===== config.mk =====
export PLATFORM = sky130hd
export DESIGN_NAME = adder_pipelined_nbit
export DESIGN_NICKNAME = d
export VERILOG_FILES = /design/src/rtl/adder_pipelined_nbit.sv
export SDC_FILE = /design/constraint.sdc
export NUM_CORES = 1
export LEC_CHECK = 0
export BUFFER_PORTS_ARGS = -buffer_cell sky130_fd_sc_hd__buf_2
export CORE_MARGIN = 5
export CORE_UTILIZATION = 40
export CTS_CLUSTER_SIZE = 16
export DETAILED_ROUTE_END_ITERATION = 10
export SLEW_MARGIN = 40
export SYNTH_ARGS = -nofsm -noshare
export SYNTH_HDL_FRONTEND = slang
export SYNTH_SLANG_ARGS = --single-unit
export TNS_END_PERCENT = 10

===== constraint.sdc =====
create_clock -name clk -period 5.32 [get_ports clk]
set_input_delay 0.798 -clock clk [delete_from_list [all_inputs] [get_ports clk]]
set_output_delay 0.798 -clock clk [all_outputs]
set_load 0.05 [all_outputs]

===== src/rtl/adder_pipelined_nbit.sv =====
// -----------------------------------------------------------------------------
// adder_pipelined_nbit
//
// Pipelined, carry-chained adder/subtractor. The WIDTH-bit operands are cut
// into CHUNK-bit slices. Pipeline stage k adds slice k and registers the slice
// carry for stage k+1, so the result leaves after STAGES = WIDTH/CHUNK stages.
// The whole pipeline advances as one unit: it moves when the output register is
// empty or is being drained, and it holds completely otherwise.
//
// Ports
//   clk        in   1      clock, rising edge
//   rst_n      in   1      asynchronous active-low reset
//   in_valid   in   1      operands/mode valid this cycle
//   in_ready   out  1      block accepts operands this cycle
//   in1        in   WIDTH  operand A
//   in2        in   WIDTH  operand B
//   carry_in   in   1      carry into bit 0 (add mode only)
//   sub        in   1      0: A+B+carry_in, 1: A-B (A + ~B + 1)
//   out_valid  out  1      result valid
//   out_ready  in   1      downstream accepts result
//   sum        out  WIDTH  result modulo 2^WIDTH
//   carry_out  out  1      carry out of the MSB (sub mode: 1 = no borrow)
//   overflow   out  1      signed overflow of the A + B' addition
// -----------------------------------------------------------------------------
module adder_pipelined_nbit #(
    parameter int WIDTH = 32,
    parameter int CHUNK = 8
) (
    input  logic             clk,
    input  logic             rst_n,
    input  logic             in_valid,
    output logic             in_ready,
    input  logic [WIDTH-1:0] in1,
    input  logic [WIDTH-1:0] in2,
    input  logic             carry_in,
    input  logic             sub,
    output logic             out_valid,
    input  logic             out_ready,
    output logic [WIDTH-1:0] sum,
    output logic             carry_out,
    output logic             overflow
);

    localparam int STAGES = WIDTH / CHUNK;

    generate
        if (CHUNK < 1 || (WIDTH % CHUNK) != 0) begin : g_param_check
            $error("adder_pipelined_nbit: WIDTH must be a positive multiple of CHUNK");
        end
    endgenerate

    // Stage registers. Index k holds what stage k produced: the operands as
    // they travel (upper slices still to be added), the sum with slices 0..k
    // filled in, and the carry out of slice k.
    logic             r_valid [STAGES];
    logic             r_carry [STAGES];
    logic [WIDTH-1:0] r_a     [STAGES];
    logic [WIDTH-1:0] r_b     [STAGES];
    logic [WIDTH-1:0] r_s     [STAGES];
    logic             r_overflow;

    // Stage inputs: stage 0 takes the ports, stage k takes stage k-1's registers.
    logic             w_v_in  [STAGES];
    logic             w_c_in  [STAGES];
    logic [WIDTH-1:0] w_a_in  [STAGES];
    logic [WIDTH-1:0] w_b_in  [STAGES];
    logic [WIDTH-1:0] w_s_in  [STAGES];

    // Per-stage slice adder results.
    logic [CHUNK:0]   w_add   [STAGES];
    logic [WIDTH-1:0] w_s_nxt [STAGES];
    logic             w_overflow_nxt;

    logic             w_adv;
    logic             w_unused_bits;

    // One advance signal for the whole pipe: a stalled output freezes every
    // stage, so a bubble can never be squeezed out and ordering is trivially
    // preserved.
    assign w_adv     = !r_valid[STAGES-1] || out_ready;
    assign in_ready  = w_adv;

    assign out_valid = r_valid[STAGES-1];
    assign sum       = r_s[STAGES-1];
    assign carry_out = r_carry[STAGES-1];
    assign overflow  = r_overflow;

    // Stage input routing. Subtraction is folded in once at the entrance:
    // B is inverted and the +1 enters as the initial carry, carry_in ignored.
    // NOTE: every variable of an always_comb is assigned on every pass (all
    // array elements, no conditional-only writes), otherwise a latch is inferred.
    always_comb begin
        w_v_in[0] = in_valid;
        w_c_in[0] = sub ? 1'b1 : carry_in;
        w_a_in[0] = in1;
        w_b_in[0] = sub ? ~in2 : in2;
        w_s_in[0] = '0;
        for (int k = 1; k < STAGES; k++) begin
            w_v_in[k] = r_valid[k-1];
            w_c_in[k] = r_carry[k-1];
            w_a_in[k] = r_a[k-1];
            w_b_in[k] = r_b[k-1];
            w_s_in[k] = r_s[k-1];
        end
    end

    // Slice adders: stage k adds only bits [k*CHUNK +: CHUNK]; the extra top
    // bit of w_add is the slice carry handed to the next stage.
    always_comb begin
        for (int k = 0; k < STAGES; k++) begin
            w_add[k] = {1'b0, w_a_in[k][k*CHUNK +: CHUNK]}
                     + {1'b0, w_b_in[k][k*CHUNK +: CHUNK]}
                     + {{CHUNK{1'b0}}, w_c_in[k]};
            w_s_nxt[k] = w_s_in[k];
            w_s_nxt[k][k*CHUNK +: CHUNK] = w_add[k][CHUNK-1:0];
        end
    end

    // Signed overflow needs only the MSB slice: both operand sign bits (B
    // already inverted for subtraction) agree and the result sign differs.
    always_comb begin
        w_overflow_nxt = (w_a_in[STAGES-1][WIDTH-1] == w_b_in[STAGES-1][WIDTH-1]) &&
                         (w_add[STAGES-1][CHUNK-1] != w_a_in[STAGES-1][WIDTH-1]);
    end

    // Operand slices already consumed, sum slices not yet written and the
    // operands left in the last stage carry no information downstream; they
    // are gathered here so they read as deliberately unused.
    always_comb begin
        w_unused_bits = (^r_a[STAGES-1]) ^ (^r_b[STAGES-1]);
        for (int k = 0; k < STAGES; k++) begin
            w_unused_bits = w_unused_bits ^ (^w_a_in[k]) ^ (^w_b_in[k]) ^ (^w_s_in[k]);
        end
    end

    // Valid bits shift on every advance so bubbles move too. Data only loads
    // behind a valid entry, so the outputs keep their last result across
    // bubbles instead of picking up stale operands.
    // NOTE: the data registers are reset as well, not just the valid bits,
    // because sum/carry_out/overflow are driven straight from the last stage
    // and must read 0 during and after reset.
    // NOTE: sequential state uses non-blocking assignments only, so every
    // stage samples its predecessor's value from before the clock edge.
    always_ff @(posedge clk or negedge rst_n) begin
        if (!rst_n) begin
            for (int k = 0; k < STAGES; k++) begin
                r_valid[k] <= 1'b0;
                r_carry[k] <= 1'b0;
                r_a[k]     <= '0;
                r_b[k]     <= '0;
                r_s[k]     <= '0;
            end
            r_overflow <= 1'b0;
        end else if (w_adv) begin
            for (int k = 0; k < STAGES; k++) begin
                r_valid[k] <= w_v_in[k];
                if (w_v_in[k]) begin
                    r_carry[k] <= w_add[k][CHUNK];
                    r_a[k]     <= w_a_in[k];
                    r_b[k]     <= w_b_in[k];
                    r_s[k]     <= w_s_nxt[k];
                end
            end
            if (w_v_in[STAGES-1]) begin
                r_overflow <= w_overflow_nxt;
            end
        end
    end

endmodule


==> flow_summary.yaml <==
die:
  die_w_um: 157
  fp-row-count: 53
  io_pins: 106
  die_area_mm2: 0.0246
  start_util: 0.409
  die_y_um: 157
  coreArea_mm2: 0.0212
layout:
  fin_cells: 1042
  area_growth_pct: 13.2
  fillCellCount: 1903
  drive_gt1_frac: 0.361
  mostFrequentLayoutCells: "dfrtp_1 (185), mux2_2 (121), buf_2 (103), o21ai_0 (59), nand2_1 (58)"
  fin_nets: 860
  mostFrequentLayoutCell: "dfrtp_1"
  utilization: 0.462
  diodes: 0
power_and_ir_drop:
  total_power_w: 0.00641
  p_per_area_mw_per_mm2: 656
  irDropWorstVdd_mv: 0.232
  power.leakage_nw: 4.50
grt:
  grt_max_degree: 84
  grt_first_pass_wirelength_mm: 27.2
  antenna_found_initial: 0
  first_global_vias: 5528
  grt_overflow: 0
  grt_usage: 0.138
synthesis:
  syn-cell-area_mm2: 0.00864
  synth_flop_cell: "dfrtp_1"
  yosysWarnings: 0
  async_reset_ff_frac: 1.00
  ys_ff_latch: 185
  synth_nets: 793
  ys_seq_area_frac: 0.536
  synth_edf_count: 0
  synth.avg_cell_area_um2: 12.6
  postSynthCellCount: 687
  synth.distinct_cells: 39
clock_tree:
  root_buffer: "clkbuf_16"
  cts_tree: "done"
  htree_levels: 4
  clkTransAtPathRegs_ns: 0.07
  cts_hold_buf: 0
  post_cts_resized: 0
  clock_latency_ns: 0.42
  cts_sinks: 185
  cts_buffer_depth: 2
  cts-buffers-inserted: 17
  cts_setup_buffers: 0
placed_design:
  dp_hpwl_mm: 11.2
  gp_congestion: 0.828
  dp_cells: 1010
  port_buffers: 105
routing:
  wl_mm: 15.9
  wl_per_cell_um: 15.3
  post_drt_via_cell_ratio: 4.83
  firstDrtPassIters: 4
  drc_errors: 0
  antenna_left: 0
  num_vias: 5035
  drt_iter0_drc: 126
critical_path:
  crit_path_max_fanout: 33
  startpoint_type: "input pin"
  worstSetupEndpointType: "flip-flop"
  rr_worst_depth: 7
  reg2reg_slack_ns: 3.02
  cp.arrival_ns: 2.96
  worstSetupPathType: "in -> reg"
  required_ns: 5.62
sta:
  min_period_ns: 2.66
  fmax_mhz: 376
  setup-violations-final: 0
  clock_skew_ns: 0.00868
  setup_tns_ns: 0
  period_share: 0.501
  worst_pin_slew_ns: 0.650
  hold_violations: 0
  maxSlewHeadroom: 0.567
  slew_violations: 0
  rsz0062_at_grt: "false"
worst_hold_path:
  hold_path_class: "in -> async"
run:
  maxCapViolCount: 0
status:
  run_status: "finished, final reports clean"
[metrics by stage]
stage          instance area, um2  worst slack [ns]  hold slack, ns
6_report                     9780              2.66           0.398
5_1_grt                      9780              2.46           0.448
4_1_cts                      9780              2.64           0.420
3_5_place_dp                 9140              2.20           0.469
3_3_place_gp                 9130              1.93           0.460
2_1_floorplan                8640              2.41           0.445
[where the power goes]
group | switching [W] | total, W | internal [W]
clock network | 0.000545 | 0.00135 | 0.000808
registers | 0.000351 | 0.00239 | 0.00204
logic | 0.00151 | 0.00267 | 0.00116
total | 0.00240 | 0.00641 | 0.00401
[kinds of logic (layout without fill, tap and decap cells)]
logic type | after synthesis | in the layout | synth area share
adders and majority gates | 36 | 36 | 0.0591
DFF | 185 | 185 | 0.536
muxes | 126 | 126 | 0.166
xor gates and xnor gates | 53 | 53 | 0.0537
AOI/OAI and AO/OA | 112 | 112 | 0.0792
buffers and inverters | 75 | 155 | 0.0560
and+or+nand+nor | 100 | 100 | 0.0500
[path summary, 6_finish.rpt]
| kind | endpoint | startpoint |
|---|---|---|
| worst max register to register | r_s[54] | r_carry[2] |
| max in group asynchronous | r_b[87] | rst_n |
| worst min-delay path | sum[3] | rst_n |
| worst max-delay path | r_carry[3] | sub |
| min in group clk | sum[25] | sum[25] |
| worst min register to register | sum[25] | sum[25] |
[cell type report]
| type | count | area, um2 | area share |
|---|---|---|---|
| flip-flops and latches | 185 | 4630 | 0.473 |
| multi-input cells | 427 | 3550 | 0.363 |
| repair buffers | 110 | 578 | 0.0591 |
| clock buffers | 20 | 447 | 0.0457 |
| well taps | 275 | 344 | 0.0352 |
| clock inverters | 12 | 188 | 0.0192 |
| inverters | 13 | 48.8 | 0.00499 |
[cells in the mapped netlist (3+ instances only)]
cell / count / area (um2)
a21oi_1: 18 / 90.1
o21ai_0: 59 / 295
clkbuf_1: 4 / 15.0
nand2_2: 3 / 18.8
buf_4: 47 / 353
a31oi_1: 3 / 18.8
a211oi_1: 5 / 37.5
a21o_1: 4 / 30.0
nand2_1: 59 / 221
nand3_1: 4 / 20.0
ha_1: 28 / 350
inv_1: 13 / 48.8
xor2_1: 27 / 236
mux2_2: 121 / 1360
buf_2: 9 / 45.0
nor2_1: 12 / 45.0
mux2_4: 5 / 75.1
o21bai_1: 4 / 30.0
dfrtp_1: 185 / 4630
fa_1: 8 / 160
nand2b_1: 7 / 43.8
nor3_1: 10 / 50.1
xnor2_1: 26 / 228
o31ai_1: 4 / 30.0
[flip-flops by register name, indices dropped and copies added (netlist names), 3 cells and up]
signal / cells
r_a: 48
sum: 32
r_carry: 3
r_s: 48
r_b: 48
r_valid: 3
[critical path, stage by stage]
cell,delay [ns]
buf_4,0.45
xor2_1,0.17
fa_1,0.46
inv_1,0.09
fa_1,0.20
nor2b_1,0.08
o31ai_2,0.27
a21oi_1,0.14
o2111ai_1,0.21
nand3_1,0.10
[per-layer routing]
layer,global-route usage,share of wire,vias to the layer above
met5,0,0,-
li1,-,-,2474
met1,0.175,0.45,2460
met2,0.231,0.49,79
met3,0.0300,0.037,22
met4,0.0533,0.016,0
No activity file was read; power rests on OpenSTA's default activity.
